`config.mk`:
```
export PLATFORM = sky130hd
export DESIGN_NAME = mux_41_rr_arbiter
export DESIGN_NICKNAME = d
export VERILOG_FILES = /design/src/rtl/mux_41_rr_arbiter.sv
export SDC_FILE = /design/constraint.sdc
export NUM_CORES = 1
export LEC_CHECK = 0
export CORE_MARGIN = 2
export CORE_UTILIZATION = 47
export DETAILED_ROUTE_END_ITERATION = 12
export HOLD_SLACK_MARGIN = 0.15
export PLACE_DENSITY = 0.71
export SKIP_CTS_REPAIR_TIMING = 1
export SYNTH_ARGS = -nofsm -noshare
export SYNTH_HDL_FRONTEND = slang
export SYNTH_SLANG_ARGS = --single-unit
```
`constraint.sdc`:
```
create_clock -name clk -period 2.07 [get_ports clk]
set_clock_uncertainty 0.05 [all_clocks]
set_input_delay 0.207 -clock clk [delete_from_list [all_inputs] [get_ports clk]]
set_output_delay 0.207 -clock clk [all_outputs]
set_load 0.02 [all_outputs]
```
`src/rtl/mux_41_rr_arbiter.sv`:
```
// mux_41_rr_arbiter: round-robin 4:1 mux select arbiter (clk, rst, req[3:0] in; gnt[3:0], s1, s0, busy registered out)
module mux_41_rr_arbiter #(
  parameter int HOLD_MAX = 8
) (
  input  logic       clk,
  input  logic       rst,
  input  logic [3:0] req,
  output logic [3:0] gnt,
  output logic       s1,
  output logic       s0,
  output logic       busy
);
  localparam int CW = $clog2(HOLD_MAX) + 1;
  localparam logic [CW-1:0] CMAX = CW'(HOLD_MAX - 1);
  typedef enum logic {IDLE, GRANT} state_t;
  state_t state, state_n;
  logic [1:0] ptr, ptr_n, sel, sel_n;
  logic [CW-1:0] cnt, cnt_n;
  logic [3:0] gnt_n, cand;
  logic [2:0] win;
  logic rel;
  function automatic logic [2:0] pick(input logic [3:0] r, input logic [1:0] p);
    logic [2:0] res;
    logic [1:0] k;
    res = '0;
    for (int i = 3; i >= 0; i--) begin
      k = p + 2'(i);
      if (r[k]) res = {1'b1, k};
    end
    return res;
  endfunction
  always_comb begin
    rel = (state == GRANT) && (!req[sel] || (cnt == CMAX && (req & ~gnt) != 4'b0));
    cand = rel ? req & ~gnt : req;
    ptr_n = rel ? sel + 2'd1 : ptr;
    win = pick(cand, ptr_n);
    state_n = state;
    gnt_n = gnt;
    sel_n = sel;
    cnt_n = cnt;
    if (state == IDLE || rel) begin
      state_n = win[2] ? GRANT : IDLE;
      gnt_n = win[2] ? 4'b1 << win[1:0] : 4'b0;
      sel_n = win[2] ? win[1:0] : sel;
      cnt_n = '0;
    end else begin
      cnt_n = (cnt == CMAX) ? '0 : cnt + 1'b1;
    end
  end
  always_ff @(posedge clk) begin
    if (rst) begin
      state <= IDLE;
      ptr <= '0;
      sel <= '0;
      cnt <= '0;
      gnt <= '0;
      busy <= 1'b0;
    end else begin
      state <= state_n;
      ptr <= ptr_n;
      sel <= sel_n;
      cnt <= cnt_n;
      gnt <= gnt_n;
      busy <= |gnt_n;
    end
  end
  assign s1 = sel[1];
  assign s0 = sel[0];
endmodule

```
---- Word level (Yosys, flattened, before mapping) ----
Index checks and enable logic that the tools add are counted.
storage, ports and cells
  ROM bits ................................ 0
  bits in writable memories ............... 0
  memories kept ........................... 0
  bits of input ports ..................... 6
  output and inout port bits .............. 7
  register bits after elaboration ......... 14
  bits in latches ......................... 0
cells by class
  eq/ne operators ......................... 1
  divide/modulo/power cells ............... 0
  multiplexer cells ....................... 19
  add/subtract/negate cells ............... 5
  magnitude comparators ................... 5
  bitwise gates (word level) .............. 3
  shift-type cells ........................ 1
  multipliers ............................. 0
  reduce and logical (&&, ||, !) cells .... 9
operator list
  operator             number
  $lt 2x3->1 const B   5
  $mux 3               4
  $mux 4               3
  $bmux 1 s2           5
  $mux 1               6
  $add 2x1->2 const B  2
  $add 2x2->2 const B  2
  $add 4x1->4 const B  1
  $and 4x4->4          1
  $eq 4x3->1 const B   1
  $not 4->4            1
  $reduce_bool 4->1    1
  $reduce_or 4->1      1
  $shl 1x2->4 const A  1
  $reduce_or 3->1      1
  $logic_and 1x1->1    2
  $logic_or 1x1->1     2
  $mux 2               1
  $reduce_and 2->1     1
  $logic_not 1->1      1
  $not 1->1            1

---- Depth between registers and ports, before layout ----
Gate-level depths: netlist of the first run.
  depth after elaboration ................. 18
  depth in mapped cells ................... 9

---- Least setup slack after synthesis of the first run ----
No wires, ideal clock.
  path kind ............................... reg-to-reg
  from .................................... register sel[1]
  to ...................................... register gnt[1]
  data required time ...................... 1.903 ns
  period minus slack after synthesis ...... 2.311 ns
  setup time .............................. 0.117 ns
  stages on the path, launching flop included .. 9
  arrival ................................. 2.144 ns
  path slack .............................. -0.241 ns
  buffers on the path ..................... 1
  cells stage by stage .................... dfxtp_1 > mux2_4 > o22ai_4 > or2_1 > buf_6 > mux2i_1 > nand2b_1 > o211a_1 > a32o_1
between the ends
  word-level cells in the longest chain between the ends .. 16
  elaborated cells between the ends (all ways) .. 27
ends and longest elaborated chain
  what                          RTL line  text
  start: declaration            17        logic [1:0] ptr, ptr_n, sel, sel_n;
  start signal: assignment      61        sel <= sel_n;
  $bmux 1 s2                    33        rel = (state == GRANT) && (!req[sel] || (cnt == CMAX && (req & ~gnt) != 4'b0));
  $mux 1 (not written as such)  33
  $logic_not 1->1               33
  $logic_or 1x1->1              33
  $logic_and 1x1->1             33
  $mux 2                        35        ptr_n = rel ? sel + 2'd1 : ptr;
  $add 2x2->2                   27        k = p + 2'(i);
  $bmux 1 s2                    28        if (r[k]) res = {1'b1, k};
  $mux 1 (not written as such)  28
  $mux 3 (4 in series)          28
  $shl 1x2->4                   43        gnt_n = win[2] ? 4'b1 << win[1:0] : 4'b0;
  $mux 4                        43
  $mux 4 *                      41        if (state == IDLE || rel) begin
  end signal: assignment        63        gnt <= gnt_n;
  end: declaration              8         output logic [3:0] gnt,
Mark *: on every way between the ends. The rest lies on a longest branch, timed or not. The select of a mux whose other input is x is not followed.
A chain may end at the register's enable or synchronous reset.

---- Final worst setup path of the first run ----
  from .................................... register sel[1]
  to ...................................... register gnt[2]
Same word-level chain as after synthesis.

==> reports/qor.log, run 1 <==
qor: critical_path.r2r_end gnt[2]
qor: global_route.first_global_vias 991
qor: global_route.grt_usage 23.3%
qor: critical_path.cp_cell_sequence mux2_4 > o22ai_4 > buf_6 > nor2_1 > buf_4 > a211oi_2 > o22ai_1 > and2_4 > a32o_1
qor: power.combinationalPowerShare 48.8%
qor: power.power.leakage 0.641 nW
qor: sta.final_hold_violation_count 0
qor: power.power.density_cell_area 637 nW/um^2
qor: synthesis.synth-warning-count 0
qor: routing.routedWlPerCell 15.5 um
qor: synthesis.average_cell_area_after_synthesis 8.75 um^2
qor: final_layout.drive_above_1_share 46.2%
qor: critical_path.critPathLaunchType flop
qor: hold_path.min_path_cells 4
qor: global_route.grt_start_max_net_pins 10
qor: routing.num_vias 1,021
qor: power.internal_power 0.000611 W
qor: place.globalplace.congestion 0.874
qor: synthesis.postSynthCellCount 107
qor: power.power_frac_clock 16.7%
qor: critical_path.timing.critical_path.slowest_stage_cell dfxtp_4
qor: synthesis.ys.flop_type dfxtp_1
qor: floorplan.core-area 1920 um^2
qor: synthesis.number_of_register_bits_inferred_by_synthesis 14
qor: power.ir_drop 528 uV
qor: critical_path.critPathCaptureType flop
qor: synthesis.synth-seq-area-share 29.9%
qor: run.drv_cap 0
qor: critical_path.total_buffers_and_inverters_traversed_by_the_critical_path 2
qor: routing.first_pass_iters 4
qor: floorplan.io_pins 13
qor: sta.rsz0062_at_grt yes
qor: critical_path.r2r_setup_slack -0.12 ns
qor: routing.postRouteWirelength 2.84 mm
qor: critical_path.critical_path.max_fanout 4
qor: synthesis.syn-cell-area 936 um^2
qor: floorplan.initial_utilization 48.7%
qor: cts.cts.reportedPaths.clkPinSlew 0.09 ns
qor: hold_path.hp-class input port to flop
qor: sta.clock.fmax 457 MHz
qor: sta.timing.final.max_slew_violations 0
qor: critical_path.cp.required 2.19 ns
qor: routing.detail_route.iter0.violations 43
qor: sta.final.hold.worst_slack 0.424 ns
qor: place.dp.final_hpwl 2.12 mm
qor: critical_path.critical-path-top-delay-family compound AO/OA/AOI/OAI gates
qor: sta.setup_slack -0.117 ns
qor: critical_path.critPathArrivalTime 2.31 ns
qor: synthesis.synth_enable_flop_cells 0
qor: sta.worst_slew_pin_slew 0.379 ns
qor: routing.drc 0
qor: global_route.grt_overflow 0
qor: hold_path.hold-path-endpoint state
qor: sta.slew_headroom 74.7%
qor: floorplan.chipHeight 48.6 um
qor: final_layout.synthToLayoutAreaGrowth 59.0%
qor: cts.cts_buffers 3
qor: cts.cts_max_path_buffers 2
qor: place.buffer_ports.inserted 12
qor: power.power.switching_fraction 35.6%
qor: final_layout.design.final.nets 164
qor: outcome.status complete, but fails checks
qor: critical_path.reg2reg_depth 9
qor: global_route.grt_first_pass_wirelength 4.30 mm
qor: power.report.power.total 0.000948 W
qor: cts.clk_latency 0.28 ns
qor: outcome.violations negative setup slack
qor: global_route.number_of_antenna_violations_at_the_first_check_in_global_routing 0
qor: power.total_switching_power 0.000337 W
qor: final_layout.num_antenna_cells 0
qor: synthesis.synthArstFlopShare 0%
qor: sta.setup_viol_count_final 5
qor: cts.clkSinkCount 14
qor: critical_path.critical_path_class flop to flop
qor: cts.cts.htree.levels 1
qor: sta.post-route-period-util 106%
qor: synthesis.syn-num-nets 114
qor: routing.route.antenna.remaining_nets 0
qor: critical_path.crit-reg2reg-launch sel[1]
qor: cts.clockRootBuffer clkbuf_4
qor: floorplan.floorplan.rows 16
qor: floorplan.chipWidth 48.6 um
qor: synthesis.synthDistinctLibCells 44
qor: cts.tritoncts_clock_tree built
qor: critical_path.critical-path-max-stage-delay 0.39 ns
qor: final_layout.fillerInstances 134
qor: power.power.sequential.fraction 34.4%
qor: sta.final_period_minus_worst_setup_slack 2.19 ns
qor: routing.avgViaCountPerCell 5.58
qor: floorplan.die-area 2360 um^2
qor: hold_path.source_of_the_worst_hold_timing_path req[2]
final cells by class:
type                       instances  area [um^2]  area share, %
multi-input combinational         86          701           47.1
timing repair buffer              48          408           27.4
sequential                        14          304           20.4
tap                               27         33.8           2.27
clock buffer                       3         22.5           1.51
inverter                           4         15.0           1.01
clock inverter                     1         3.75          0.252
flip-flops by register name, summed over array words and instances (netlist names):
name and count:
sel 2, busy 1, ptr 2, cnt 4, gnt 4, state 1
metrics by stage:
step / utilization (%) / area [um^2] / setup TNS [ns] / setup slack (ns) / cells
final: 77.4 / 1490 / -0.383 / -0.117 / 183
after global routing: 77.4 / 1490 / -1.00 / -0.226 / 183
after CTS: 72.5 / 1390 / -1.16 / -0.244 / 181
after detailed placement: 71.2 / 1370 / -4.33 / -0.545 / 177
after global placement: 71.2 / 1370 / -3.76 / -0.507 / 177
after floorplan: - / 988 / -0.0181 / -0.00753 / 107
worst max path at each step:
stage               endpoint  startpoint  cells after the start  slack (ns)
floorplan             gnt[2]      sel[1]                      8      -0.008
global placement      gnt[2]      req[1]                      8       -0.51
detailed placement    gnt[2]      req[1]                      8       -0.54
CTS                   gnt[2]      req[1]                      8       -0.24
global route          gnt[0]      cnt[0]                      8       -0.23
finish                gnt[2]      sel[1]                      9       -0.12
worst min-delay path: cells and delay by family:
family | cells | cell delay [ns]
buf+inv | 2 | 0.27
compound gates | 2 | 0.24
cells in the mapped netlist (2+ instances only):
cell type / number / area [um^2]
o21ai_0: 3 / 15.0
and2_1: 3 / 18.8
mux2i_1: 2 / 20.0
mux2_4: 2 / 30.0
nor3_1: 4 / 20.0
nor2_1: 14 / 52.6
nand2b_1: 3 / 18.8
and3_1: 2 / 12.5
xor2_1: 2 / 17.5
or2b_2: 4 / 35.0
a32o_1: 4 / 40.0
dfxtp_1: 14 / 280
nand3_1: 2 / 10.0
a21oi_1: 6 / 30.0
a31oi_1: 2 / 12.5
buf_6: 2 / 22.5
inv_1: 4 / 15.0
o211ai_1: 3 / 22.5
nand2_1: 6 / 22.5
cells by family after synthesis:
logic type / synth area share (%)
compound gates: 27.8
xor+xnor: 2.81
fa+ha+maj: 1.34
buf+inv: 4.54
flops: 29.9
mux: 5.35
simple gates: 28.2
cell usage in the layout, fill, tap and decap left out, types with 5 or more instances in the layout:
cell             count
a21oi_1              5
buf_4               34
clkdlybuf4s50_1      8
dfxtp_1              5
dfxtp_4              5
nand2_1              5
nor2_1              14
metal layers:
layer  track usage [%]  vias to the layer above  wire, um
li1                  -                      498         -
met1              28.5                      478      1240
met2              40.6                       37      1430
met3              3.70                        8       100
met4              9.52                        0        70
met5                 0                        -         0
power by group through the flow:
| stage | logic (W) | clock network (W) | registers, W |
|---|---|---|---|
| 2_1_floorplan | 0.000214 | 0 | 0.000357 |
| 3_3_place_gp | 0.000415 | 0 | 0.000328 |
| 3_5_place_dp | 0.000419 | 0 | 0.000330 |
| 4_1_cts | 0.000422 | 0.000164 | 0.000323 |
| 5_1_grt | 0.000495 | 0.000174 | 0.000330 |
| 6_report | 0.000463 | 0.000159 | 0.000326 |
Note: power is estimated with default switching activity, not from simulation.
==> run 2, diff against run 1 <==
RECOVER_POWER = 100   (was unset)
==> reports/qor.log, run 2 (synthesis results as in run 1) <==
qor: outcome.status complete, but fails checks
qor: outcome.violations negative setup slack
qor: sta.setup_tns -0.388 ns [-0.00480 ns]
qor: cts.cts_buffers 3 [unchanged]
qor: global_route.first_global_vias 991 [unchanged]
qor: power.power.density_cell_area 633 nW/um^2 [-0.65%]
qor: critical_path.critical_path_class flop to flop
qor: sta.setup_viol_count_final 5 [unchanged]
qor: final_layout.final_common_cell buf_4
qor: power.internal_power 0.000605 W [-0.89%]
qor: critical_path.critPathLaunchType flop
qor: cts.clk_latency 0.28 ns [about the same]
qor: final_layout.num_antenna_cells 0 [unchanged]
qor: sta.post-route-period-util 106% [+0.16 points]
qor: sta.clock.fmax 456 MHz [-0.15%]
qor: critical_path.crit-reg2reg-launch sel[1]
qor: floorplan.core-area 1920 um^2 [unchanged]
qor: critical_path.critical_path.max_fanout 4 [unchanged]
qor: global_route.grt_usage 23.3% [unchanged]
qor: final_layout.most-common-layout-cells buf_4, nor2_1, dlygate4sd3_1
qor: cts.clkSinkCount 14 [unchanged]
qor: cts.tritoncts_clock_tree built
qor: floorplan.die-area 2360 um^2 [unchanged]
qor: final_layout.drive_above_1_share 46.2% [unchanged]
qor: sta.worst_slew_pin_slew 0.382 ns [+0.00273 ns]
qor: sta.rsz0062_at_grt yes
qor: place.buffer_ports.inserted 12 [unchanged]
qor: critical_path.r2r_setup_slack -0.12 ns [about the same]
qor: floorplan.chipHeight 48.6 um [unchanged]
qor: sta.final_period_minus_worst_setup_slack 2.19 ns [+0.00329 ns]
qor: power.power.switching_fraction 35.7% [+0.16 points]
qor: sta.slew_headroom 74.5% [-0.18 points]
qor: routing.drc 0 [unchanged]
qor: power.ir_drop 525 uV [-0.52%]
qor: hold_path.hp-class input port to flop
qor: place.dp.final_hpwl 2.12 mm [unchanged]
qor: global_route.grt_first_pass_wirelength 4.30 mm [unchanged]
qor: final_layout.design.final.nets 164 [unchanged]
qor: routing.num_vias 1,027 [+0.59%]
qor: global_route.grt_overflow 0 [unchanged]
qor: power.power.leakage 0.657 nW [+2.4%]
qor: sta.setup_slack -0.121 ns [-0.00329 ns]
qor: power.power.sequential.fraction 34.6% [+0.2 points]
qor: critical_path.r2r_end gnt[2]
qor: critical_path.critical_path.endpoint gnt[2]
qor: routing.detail_route.iter0.violations 43 [unchanged]
qor: critical_path.startpoint_of_the_worst_setup_timing_path sel[1]
qor: global_route.grt_start_max_net_pins 10 [unchanged]
qor: final_layout.synthToLayoutAreaGrowth 59.0% [unchanged]
qor: floorplan.chipWidth 48.6 um [unchanged]
qor: floorplan.io_pins 13 [unchanged]
qor: critical_path.reg2reg_depth 9 [unchanged]
qor: sta.final_hold_violation_count 0 [unchanged]
qor: final_layout.reg.largest.list cnt: 4 flops, gnt: 4 flops
qor: place.globalplace.congestion 0.874 [unchanged]
qor: routing.routedWlPerCell 15.5 um [-0.28%]
qor: cts.clockRootBuffer clkbuf_4
qor: power.total_switching_power 0.000337 W [-0.22%]
qor: power.power_frac_clock 16.9% [+0.2 points]
qor: floorplan.floorplan.rows 16 [unchanged]
qor: critical_path.cp.required 2.19 ns [about the same]
qor: cts.cts.htree.levels 1 [unchanged]
qor: routing.first_pass_iters 4 [unchanged]
qor: routing.route.antenna.remaining_nets 0 [unchanged]
qor: final_layout.postLayoutCoreUtil 77.4% [unchanged]
qor: critical_path.critPathCaptureType flop
qor: critical_path.critPathArrivalTime 2.31 ns [about the same]
qor: cts.cts_max_path_buffers 2 [unchanged]
qor: power.combinationalPowerShare 48.5% [-0.3 points]
qor: sta.timing.final.max_slew_violations 0 [unchanged]
qor: global_route.number_of_antenna_violations_at_the_first_check_in_global_routing 0 [unchanged]
qor: cts.cts.reportedPaths.clkPinSlew 0.09 ns [about the same]
qor: routing.avgViaCountPerCell 5.61 [+0.59%]
qor: routing.postRouteWirelength 2.84 mm [-0.28%]
qor: floorplan.initial_utilization 48.7% [unchanged]
qor: run.drv_cap 0 [unchanged]
-- run 2: power by group through the flow --
| stage | sequential [W] | clock (W) | combinational (W) |
|---|---|---|---|
| after floorplan | 0.000357 | 0 | 0.000214 |
| after global placement | 0.000328 | 0 | 0.000415 |
| after detailed placement | 0.000330 | 0 | 0.000419 |
| after CTS | 0.000323 | 0.000164 | 0.000422 |
| after global routing | 0.000330 | 0.000174 | 0.000489 |
| final | 0.000326 | 0.000159 | 0.000457 |
-- run 2: area by class of cell --
type / count / area (um^2)
clock inverter: 1 / 3.75
inverter: 4 / 15.0
fill: 134 / 434
timing repair buffer: 48 / 408
tap: 27 / 33.8
multi-input combinational: 86 / 701
sequential: 14 / 304
clock buffer: 3 / 22.5
-- run 2: how the worst min path moves through the flow --
| stage | from | endpoint | slack, ns | cells past startpoint |
|---|---|---|---|---|
| after detailed placement | cnt[0] | cnt[0] | 0.47 | 2 |
| after global routing | req[2] | state | 0.46 | 4 |
| after global placement | cnt[0] | cnt[0] | 0.45 | 2 |
| after floorplan | rst | sel[1] | 0.34 | 2 |
| after CTS | cnt[0] | cnt[0] | 0.48 | 2 |
| final | req[2] | state | 0.42 | 4 |
-- run 2: metal layers --
layer / vias up / GRT usage, % / share of wire [%]
met1: 477 / 28.5 / 43
met4: 0 / 9.52 / 2.9
met2: 41 / 40.6 / 50
met5: - / 0 / 0
li1: 498 / - / -
met3: 11 / 3.70 / 3.6
-- run 2: metrics by stage --
step | instances | total power, W | hold WS, ns | worst slack, ns | instance area (um^2)
6_report | 183 | 0.000942 | 0.423 | -0.121 | 1490
4_1_cts | 181 | 0.000909 | 0.484 | -0.244 | 1390
5_1_grt | 183 | 0.000994 | 0.464 | -0.226 | 1490
3_5_place_dp | 177 | 0.000749 | 0.471 | -0.545 | 1370
2_1_floorplan | 107 | 0.000571 | 0.343 | -0.00753 | 988
3_3_place_gp | 177 | 0.000744 | 0.454 | -0.507 | 1370
-- run 2: critical path, cell delays in order, from the launching register on --
cell and delay (ns):
dfxtp_4 0.39, mux2_4 0.33, o22ai_4 0.21, buf_6 0.14, nor2_1 0.07, buf_4 0.16
a211oi_2 0.14, o22ai_1 0.16, and2_4 0.19, a32o_1 0.24
==> run 3, diff against run 2 <==
CAP_MARGIN = 40   (was unset)
SKIP_LAST_GASP = 1   (was unset)
==> results of run 3 <==
No change in the layout: final DEF, timing and power equal those of run 2.
